--- src/rtl/axis_traffic_gen_pkg.sv ---
// Shared types and helpers for the AXI-Stream traffic generator.
// Holds the FSM state encoding, the sequence width and lane replication.
package axis_traffic_gen_pkg;

    typedef enum logic [1:0] {
        IDLE,
        RUN,
        DRAIN
    } state_e;

    localparam int SEQ_WIDTH      = 32;
    localparam int MAX_DATA_WIDTH = 4096;

    // Replicates seq into every 32-bit lane; callers size-cast the result
    // down to their own DATA_WIDTH.
    function automatic logic [MAX_DATA_WIDTH-1:0] replicate_seq(
        input logic [SEQ_WIDTH-1:0] seq
    );
        return {(MAX_DATA_WIDTH/SEQ_WIDTH){seq}};
    endfunction

endpackage

--- src/rtl/axis_traffic_gen_rate.sv ---
// Window-based beat credit for the traffic generator.
// Ports: clk, reset (sync, high), run (generator active), bpw (budget per
// window), issue (a beat is issued this cycle), credit_avail (may issue).
module rate_credit_limiter #(
    parameter int COUNTER_WIDTH = 32,
    parameter int WINDOW_CYCLES = 100
) (
    input  logic                     clk,
    input  logic                     reset,
    input  logic                     run,
    input  logic [COUNTER_WIDTH-1:0] bpw,
    input  logic                     issue,
    output logic                     credit_avail
);

    localparam int WW = (WINDOW_CYCLES > 1) ? $clog2(WINDOW_CYCLES) : 1;

    logic [WW-1:0]            win_q, win_d;
    logic [COUNTER_WIDTH-1:0] credit_q, credit_d;
    logic                     wrap;

    assign wrap = (win_q == WW'(WINDOW_CYCLES - 1));

    // On the wrap cycle the freshly reloaded budget decides, so an issue
    // in that cycle is charged to the new window.
    assign credit_avail = wrap ? (bpw != '0) : (credit_q != '0);

    always_comb begin
        win_d    = win_q;
        credit_d = credit_q;
        if (!run) begin
            // Keeps the budget primed so RUN entry starts a fresh window.
            win_d    = '0;
            credit_d = bpw;
        end else begin
            win_d    = wrap ? '0 : win_q + WW'(1);
            credit_d = (wrap ? bpw : credit_q)
                     - (issue ? COUNTER_WIDTH'(1) : '0);
        end
    end

    always_ff @(posedge clk) begin
        if (reset) begin
            win_q    <= '0;
            credit_q <= '0;
        end else begin
            win_q    <= win_d;
            credit_q <= credit_d;
        end
    end

endmodule

--- src/rtl/axis_traffic_gen.sv ---
// Rate-limited AXI-Stream source emitting replicated sequence numbers.
// Ports: clk, reset, enable, beats_per_window, pkt_len in; tdata, tvalid,
// tlast, beats_sent, busy out; tready in (full backpressure honoured).
module axis_traffic_gen
    import axis_traffic_gen_pkg::*;
#(
    parameter int DATA_WIDTH    = 256,
    parameter int COUNTER_WIDTH = 32,
    parameter int WINDOW_CYCLES = 100
) (
    input  logic                     clk,
    input  logic                     reset,
    input  logic                     enable,
    input  logic [COUNTER_WIDTH-1:0] beats_per_window,
    input  logic [15:0]              pkt_len,
    output logic [DATA_WIDTH-1:0]    tdata,
    output logic                     tvalid,
    input  logic                     tready,
    output logic                     tlast,
    output logic [COUNTER_WIDTH-1:0] beats_sent,
    output logic                     busy
);

    state_e                   state_q, state_d;
    logic                     tvalid_q, tvalid_d;
    logic                     tlast_q, tlast_d;
    logic [SEQ_WIDTH-1:0]     cur_seq_q, cur_seq_d;
    logic [SEQ_WIDTH-1:0]     seq_q, seq_d;
    logic [15:0]              idx_q, idx_d;
    logic [15:0]              plen_q, plen_d;
    logic [COUNTER_WIDTH-1:0] bs_q, bs_d;

    logic        hs;
    logic        can_present;
    logic        pkt_open;
    logic        credit_avail;
    logic        issue;
    logic        run;
    logic        last_beat;
    logic [15:0] plen_new;
    logic [15:0] plen_eff;

    assign hs          = tvalid_q & tready;
    assign can_present = ~tvalid_q | hs;
    assign pkt_open    = (idx_q != 16'd0);
    assign run         = (state_q != IDLE);
    assign plen_new    = (pkt_len == 16'd0) ? 16'd1 : pkt_len;
    assign plen_eff    = pkt_open ? plen_q : plen_new;
    assign last_beat   = (idx_q == plen_eff - 16'd1);

    rate_credit_limiter #(
        .COUNTER_WIDTH (COUNTER_WIDTH),
        .WINDOW_CYCLES (WINDOW_CYCLES)
    ) u_rate (
        .clk          (clk),
        .reset        (reset),
        .run          (run),
        .bpw          (beats_per_window),
        .issue        (issue),
        .credit_avail (credit_avail)
    );

    always_comb begin
        state_d   = state_q;
        tvalid_d  = tvalid_q;
        tlast_d   = tlast_q;
        cur_seq_d = cur_seq_q;
        seq_d     = seq_q;
        idx_d     = idx_q;
        plen_d    = plen_q;
        bs_d      = bs_q;
        issue     = 1'b0;

        if (hs && !(&bs_q)) begin
            bs_d = bs_q + COUNTER_WIDTH'(1);
        end

        unique case (state_q)
            IDLE: begin
                if (enable) begin
                    state_d = RUN;
                    seq_d   = '0;
                    idx_d   = '0;
                    bs_d    = '0;
                end
            end
            RUN: begin
                // With enable low only an open packet may continue.
                issue = can_present & credit_avail & (enable | pkt_open);
                if (!enable) begin
                    // A tlast beat retiring this cycle closes the packet.
                    if (pkt_open || (tvalid_q && !(hs && tlast_q))) begin
                        state_d = DRAIN;
                    end else begin
                        state_d = IDLE;
                    end
                end
            end
            DRAIN: begin
                issue = can_present & credit_avail & pkt_open;
                if ((hs && tlast_q) || (!tvalid_q && !pkt_open)) begin
                    state_d = IDLE;
                end
            end
            default: state_d = IDLE;
        endcase

        if (issue) begin
            tvalid_d  = 1'b1;
            tlast_d   = last_beat;
            cur_seq_d = seq_q;
            seq_d     = seq_q + SEQ_WIDTH'(1);
            idx_d     = last_beat ? 16'd0 : idx_q + 16'd1;
            if (!pkt_open) begin
                plen_d = plen_new;
            end
        end else if (hs) begin
            tvalid_d = 1'b0;
        end
    end

    always_ff @(posedge clk) begin
        if (reset) begin
            state_q   <= IDLE;
            tvalid_q  <= 1'b0;
            tlast_q   <= 1'b0;
            cur_seq_q <= '0;
            seq_q     <= '0;
            idx_q     <= '0;
            plen_q    <= 16'd1;
            bs_q      <= '0;
        end else begin
            state_q   <= state_d;
            tvalid_q  <= tvalid_d;
            tlast_q   <= tlast_d;
            cur_seq_q <= cur_seq_d;
            seq_q     <= seq_d;
            idx_q     <= idx_d;
            plen_q    <= plen_d;
            bs_q      <= bs_d;
        end
    end

    assign tdata      = DATA_WIDTH'(replicate_seq(cur_seq_q));
    assign tvalid     = tvalid_q;
    assign tlast      = tlast_q;
    assign beats_sent = bs_q;
    assign busy       = run;

endmodule
--- config.mk ---
export PLATFORM = sky130hd
export DESIGN_NAME = axis_traffic_gen
export DESIGN_NICKNAME = d
export VERILOG_FILES = /design/src/rtl/axis_traffic_gen_pkg.sv /design/src/rtl/axis_traffic_gen_rate.sv /design/src/rtl/axis_traffic_gen.sv
export SDC_FILE = /design/constraint.sdc
export NUM_CORES = 1
export LEC_CHECK = 0
export ABC_CLOCK_PERIOD_IN_PS = 5000
export CELL_PAD_IN_SITES_DETAIL_PLACEMENT = 0
export CELL_PAD_IN_SITES_GLOBAL_PLACEMENT = 2
export CORE_ASPECT_RATIO = 0.9
export CORE_MARGIN = 5
export CORE_UTILIZATION = 27
export CTS_CLUSTER_SIZE = 16
export DETAILED_ROUTE_END_ITERATION = 7
export GPL_ROUTABILITY_DRIVEN = 0
export PLACE_DENSITY_LB_ADDON = 0.1
export SLEW_MARGIN = 30
export SYNTH_ARGS = -nofsm -noshare
export SYNTH_HDL_FRONTEND = slang
export SYNTH_SLANG_ARGS = --single-unit
--- constraint.sdc ---
create_clock -name clk -period 5 [get_ports clk]
set_input_delay 0.75 -clock clk [delete_from_list [all_inputs] [get_ports clk]]
set_output_delay 0.75 -clock clk [all_outputs]
set_load 0.05 [all_outputs]
Yosys cells after proc, flatten, opt, wreduce, memory -nomap -nowiden --
Cells that the tools add are included.
Word-level totals: register bits 171, input port bits 52, output and inout port bits 291, logic and storage cells 78
Operators by class: add/sub/neg operators 6, mux-type cells 24, reductions and logical operators 23, eq/ne operators 7, bitwise logic cells 8
Operators by type and width (number):
- 2-to-1 mux 32 bit | 8
- 2-to-1 mux 16 bit | 6
- adder 32 x 1 -> 32 bit (second input constant) | 2
- nonzero test 32 bit | 2
- AND reduction 32 bit | 1
- subtractor 32 bit | 1
- adder 16 x 1 -> 16 bit (second input constant) | 1
- equality test 16 bit | 1
- zero test 16 bit | 1
- nonzero test 16 bit | 1
- subtractor 16 x 1 -> 16 bit (second input constant) | 1
- 2-to-1 mux 2 bit | 4
- nonzero test 2 bit | 4
- adder 7 x 1 -> 7 bit (second input constant) | 1
- equality test 7 bit (second input constant) | 1
- != test 2 bit (second input constant) | 3
- case mux 2 bit (3 select lines) | 1
- AND 1 bit | 4
- logical AND 1 bit | 4
- zero test 1 bit | 4
- 2-to-1 mux 1 bit | 4
- AND reduction 3 bit | 1
- OR reduction 3 bit | 1
- equality test 2 x 1 -> 1 bit (second input constant) | 1
- 7 further kinds | 10

Depth between registers and ports, before layout --
depth after elaboration 8, mapped depth 19, gate-level depth less buffers 16

Cells and area by module --
From an unflattened synthesis, not the netlist that was laid out.
Unflattened totals: cell total of the unflattened synthesis 1584, area, all modules 12280.5 µm²
Modules (own cells, without submodules):
- axis_traffic_gen | area each 8770.9 µm², cells each 1107, sequential area each 2642.5 µm², times used 1
- rate_credit_limiter | area each 3509.6 µm², cells each 477, sequential area each 780.7 µm², times used 1

Worst setup path before layout --
OpenSTA, ideal clock, no wires.
kind flip-flop to flip-flop, start point register u_rate.win_q[2], end point register u_rate.credit_q[10], buffers on the path 3, setup slack 0.599 ns, cell stages (with the launch flop) 18, required time 4.863 ns, period minus slack after synthesis 4.401 ns, data arrival time 4.264 ns, setup time 0.137 ns, cell sequence dfxtp_1 -> or4b_1 -> nor2_4 -> nor3_1 -> a31o_2 -> or2_1 -> buf_2 -> inv_1 -> clkbuf_1 -> clkbuf_1 -> ha_1 -> ha_1 -> o211ai_1 -> nor3b_1 -> nand2_1 -> and3_1 -> a2111oi_0 -> a211oi_1
On the way: longest elaborated chain between the ends 8, elaborated cells between the ends (all ways) 10, classes of those cells add/sub: 1; eq/ne: 1; mux: 5; bitwise: 3
RTL lines:
- from (decl) | line axis_traffic_gen_rate.sv:18 | logic [WW-1:0] win_q, win_d;
- from (signal assigned) | line axis_traffic_gen_rate.sv:47 | win_q <= win_d;
- equality test 7 bit * | line axis_traffic_gen_rate.sv:22 | assign wrap = (win_q == WW'(WINDOW_CYCLES - 1));
- 2-to-1 mux 1 bit * | line axis_traffic_gen_rate.sv:26 | assign credit_avail = wrap ? (bpw != '0) : (credit_q != '0);
- AND 1 bit * | line axis_traffic_gen.sv:89, axis_traffic_gen.sv:100
- AND 1 bit (on tied branches) | line axis_traffic_gen.sv:100, axis_traffic_gen.sv:89
- case mux 1 bit (2 select lines) * | line axis_traffic_gen.sv:78 | unique case (state_q)
- via issue | line axis_traffic_gen.sv:37 | logic issue;
- 2-to-1 mux 1 bit * | line axis_traffic_gen_rate.sv:38 | - (issue ? COUNTER_WIDTH'(1) : '0);
- subtractor 32 bit * | line axis_traffic_gen_rate.sv:38
- 2-to-1 mux 32 bit * | line axis_traffic_gen_rate.sv:31 | if (!run) begin
- to (signal assigned) | line axis_traffic_gen_rate.sv:48 | credit_q <= credit_d;
- to (decl) | line axis_traffic_gen_rate.sv:19 | logic [COUNTER_WIDTH-1:0] credit_q, credit_d;
The timed path passes the listed nets; every way through them passes the cells marked *. A chain may end at the register's enable or synchronous reset.

Final worst setup path --
start point register idx_q[1], end point register idx_q[8]
On the way: longest elaborated chain between the ends 6, elaborated cells between the ends (all ways) 14, classes of those cells add/sub: 2; eq/ne: 1; mux: 4; bitwise: 3; reduce/logical: 4
RTL lines:
- from (decl) | line axis_traffic_gen.sv:29 | logic [15:0] idx_q, idx_d;
- from (signal assigned) | line axis_traffic_gen.sv:138 | idx_q <= idx_d;
- nonzero test 16 bit | line axis_traffic_gen.sv:45 | assign pkt_open = (idx_q != 16'd0);
- 2-to-1 mux 16 bit / OR 1 bit (equally long branches)
- subtractor 16 x 1 -> 16 bit / AND 1 bit (equally long branches) | line axis_traffic_gen.sv:49, axis_traffic_gen.sv:89
- equality test 16 bit / case mux 1 bit (2 select lines) (equally long branches) | line axis_traffic_gen.sv:49, axis_traffic_gen.sv:78
- 2-to-1 mux 16 bit / nonzero test 2 bit (equally long branches)
- 2-to-1 mux 16 bit / AND reduction 2 bit (equally long branches)
Parallel ways exist; a longest one is shown, timed or not.

==> results.json <==
{
  "outcome": "finished, final reports clean",
  "drt_iter0_drc": 465,
  "hp-class": "flip-flop to flip-flop",
  "rr_endpoint": "idx_q[8]$_SDFFE_PP0P_",
  "start_util_pct": 27.4,
  "multi_input_area_um2": 6040,
  "ys_seq_elements": 171,
  "hold_viol_final": 0,
  "synth_area_leaders": "dfxtp_1 30%, buf_4 15%, nand2_1 5.4%",
  "crit_start": "idx_q[1]$_SDFFE_PP0P_",
  "grt_pass1_vias": 9921,
  "rsz0062_at_grt": "no",
  "grt_pass1_wl_mm": 56.3,
  "cts_root_buf": "clkbuf_16",
  "placed_cells": 2097,
  "diodes": 0,
  "cts.path.max_buffers": 2,
  "p_leak_nw": 4.92,
  "yosysMostFrequentCell": "buf_4",
  "clk_latency_ns": 0.45,
  "netlist_instances": 1476,
  "crit_required_ns": 5.35,
  "postSynthAreaPerCell_um2": 7.79,
  "drtAntennaViolNets": 0,
  "wl_per_cell_um": 17.3,
  "routed_wl_mm": 36.8,
  "path_buf_inv": 2,
  "synth_fp_nets": 1539,
  "antenna_found_initial": 0,
  "synth_async_sr_flop_share_pct": 0,
  "setup_tns_ns": 0,
  "relSlewSlack_pct": 37.4,
  "synth_top_area_cell": "dfxtp_1",
  "synth_edf_count": 0,
  "yosysWarnings": 0,
  "critical_path.top_delay_family": "simple AND/OR/NAND/NOR gates",
  "crit_cells": 14,
  "max_stage_delay_ns": 0.51,
  "drive_gt1_share_pct": 6.64,
  "ys_seq_area_share_pct": 29.8,
  "worstPathArrival_ns": 4.80,
  "clock_skew_ns": 0.0104,
  "vdd_drop_max_uv": 165,
  "cts_tree": "done",
  "num-fill-cells": 4433,
  "clkSlewWorstSetupHoldPaths_ns": 0.07,
  "grt-ovfl-total": 0,
  "maxCapViolCount": 0,
  "holdBufCountCts": 0,
  "area_delta_synth_final_pct": 25.9,
  "route.vias.total": 10300,
  "rrSetupSlack_ns": 0.55,
  "slowest_stage": "or4b_1",
  "ctsResizeCount": 0,
  "rows": 71,
  "die_area_um2": 46800,
  "grt_max_degree": 68,
  "cp_cell_sequence": "inv_1 -> ha_1 -> or4b_1 -> nor4_4 -> mux2i_1 -> ha_1 -> nor3b_1 -> nand4_1 -> a211o_1 -> mux2_2 -> a21oi_1 -> nor4_4 -> buf_4 -> a211oi_1",
  "post-dp-hpwl_mm": 26.2,
  "yosysTopAreaCellShare_pct": 29.8,
  "ctsHtreeMaxLevel": 4,
  "finalNonFillerCells": 2129,
  "slew_violations": 0,
  "port_buffers": 342,
  "power_density_nw_per_um2": 249,
  "numCtsBuffers": 17,
  "die_w_um": 228,
  "drc": 0,
  "synthDistinctLibCells": 72,
  "synth_common_cells": "224 x buf_4, 171 x dfxtp_1, 164 x nand2_1",
  "netlist_area_um2": 11500,
  "worstPathMaxFanout": 17,
  "worst_slew_pin_slew_ns": 0.931,
  "fp.coreArea_um2": 41900,
  "setup_viol": 0,
  "endpoint": "idx_q[8]$_SDFFE_PP0P_",
  "rr_worst_depth": 14,
  "grt_use_total_pct": 14.9,
  "post_cts.repair.setup_buffers": 0,
  "holdWs_ns": 0.474,
  "synth_ff_type": "dfxtp_1",
  "chipHeight_um": 206,
  "start_kind": "flip-flop",
  "clock.fmax_mhz": 225,
  "r2r-start": "idx_q[1]$_SDFFE_PP0P_",
  "seq_area_um2": 3420,
  "postLayoutCoreUtil_pct": 34.6,
  "period_share_pct": 88.9,
  "drt-pass1-iter-count": 5,
  "end_kind": "flip-flop",
  "num_io_pins": 343,
  "cts_sinks": 171,
  "via_per_inst": 4.86,
  "post-route-min-period_ns": 4.45,
  "fin_nets": 1632,
  "critical_path_class": "flip-flop to flip-flop"
}
metrics by stage:
| step | total power, mW | cell area (µm²) | setup WS (ns) |
|---|---|---|---|
| floorplan | 1.94 | 11500 | 0.599 |
| global placement | 2.19 | 13800 | 0.564 |
| detailed placement | 2.18 | 13900 | 0.431 |
| CTS | 3.68 | 14500 | 0.596 |
| global route | 3.80 | 14500 | 0.124 |
| finish | 3.61 | 14500 | 0.554 |
how the worst min path moves through the flow:
stage	start	depth (start not counted)	endpoint	slack (ns)
2_1_floorplan	u_rate.win_q[0]$_SDFF_PP0_	1	u_rate.win_q[0]$_SDFF_PP0_	0.43
3_3_place_gp	u_rate.win_q[0]$_SDFF_PP0_	1	u_rate.win_q[0]$_SDFF_PP0_	0.44
3_5_place_dp	u_rate.win_q[0]$_SDFF_PP0_	1	u_rate.win_q[0]$_SDFF_PP0_	0.45
4_1_cts	u_rate.win_q[0]$_SDFF_PP0_	1	u_rate.win_q[0]$_SDFF_PP0_	0.47
5_1_grt	u_rate.win_q[0]$_SDFF_PP0_	1	u_rate.win_q[0]$_SDFF_PP0_	0.50
6_report	seq_q[30]$_SDFFE_PP0P_	2	cur_seq_q[30]$_SDFFE_PP0P_	0.47
worst register-to-register path, stage by stage (launching register included):
cell	delay, ns
dfxtp_1	0.34
inv_1	0.08
ha_1	0.15
or4b_1	0.51
nor4_4	0.44
mux2i_1	0.29
ha_1	0.31
nor3b_1	0.50
nand4_1	0.30
a211o_1	0.35
mux2_2	0.26
a21oi_1	0.26
nor4_4	0.08
buf_4	0.21
a211oi_1	0.25
cells by family (layout without fill, tap and decap cells):
family                   count (synthesis)  in the layout  share of synthesized area [%]
AND/OR/NAND/NOR                        580            580                           25.9
buffers and inverters                  317            423                           17.8
AO/OA/AOI/OAI                          261            261                           14.1
flip-flops                             171            171                           29.8
XOR/XNOR                                75             75                           5.71
multiplexers                            61             61                           5.47
adder cells (fa/ha/maj)                 11             11                           1.20
registers in the layout, indices dropped and copies added (netlist names):
signal and cells:
beats_sent 32, cur_seq_q 32, idx_q 16, plen_q 16, seq_q 32, state_q 2
tlast 1, tvalid 1, u_rate.credit_q 32, u_rate.win_q 7
cell type report:
class                      instances  share of cell area (%)
clock buffer                      21                    3.32
clock inverter                    11                    1.08
inverter                          22                   0.570
multi-input combinational        988                    41.7
sequential                       171                    23.6
tap                              547                    4.72
timing repair buffer             369                    25.0
metal layers:
layer	routed length, µm	vias to the layer above	part of all wire, %	track usage, %
met5	0	-	0	0
met4	318	0	0.86	2.93
met3	1930	18	5.2	3.38
met2	17300	277	47	24.3
met1	17200	4882	47	20.4
li1	-	5160	-	-
cell usage in the layout, fill, tap and decap left out, types with 27 or more instances in the layout:
cell / n
buf_4: 28
o21ai_0: 43
clkdlybuf4s50_1: 341
xor2_1: 43
dfxtp_1: 171
nand2_1: 164
nand3_1: 32
a211oi_1: 28
mux2i_1: 46
xnor2_1: 32
nor3_1: 34
nor4_1: 27
nor2_1: 144
a21oi_1: 108
where the power goes:
part | leakage [nW] | switching [mW] | internal (mW) | total, mW
combinational | 3.23 | 0.419 | 0.255 | 0.674
sequential | 1.39 | 0.0552 | 1.41 | 1.47
clock | 0.303 | 0.620 | 0.847 | 1.47
Power figures use the tool's default switching activity.
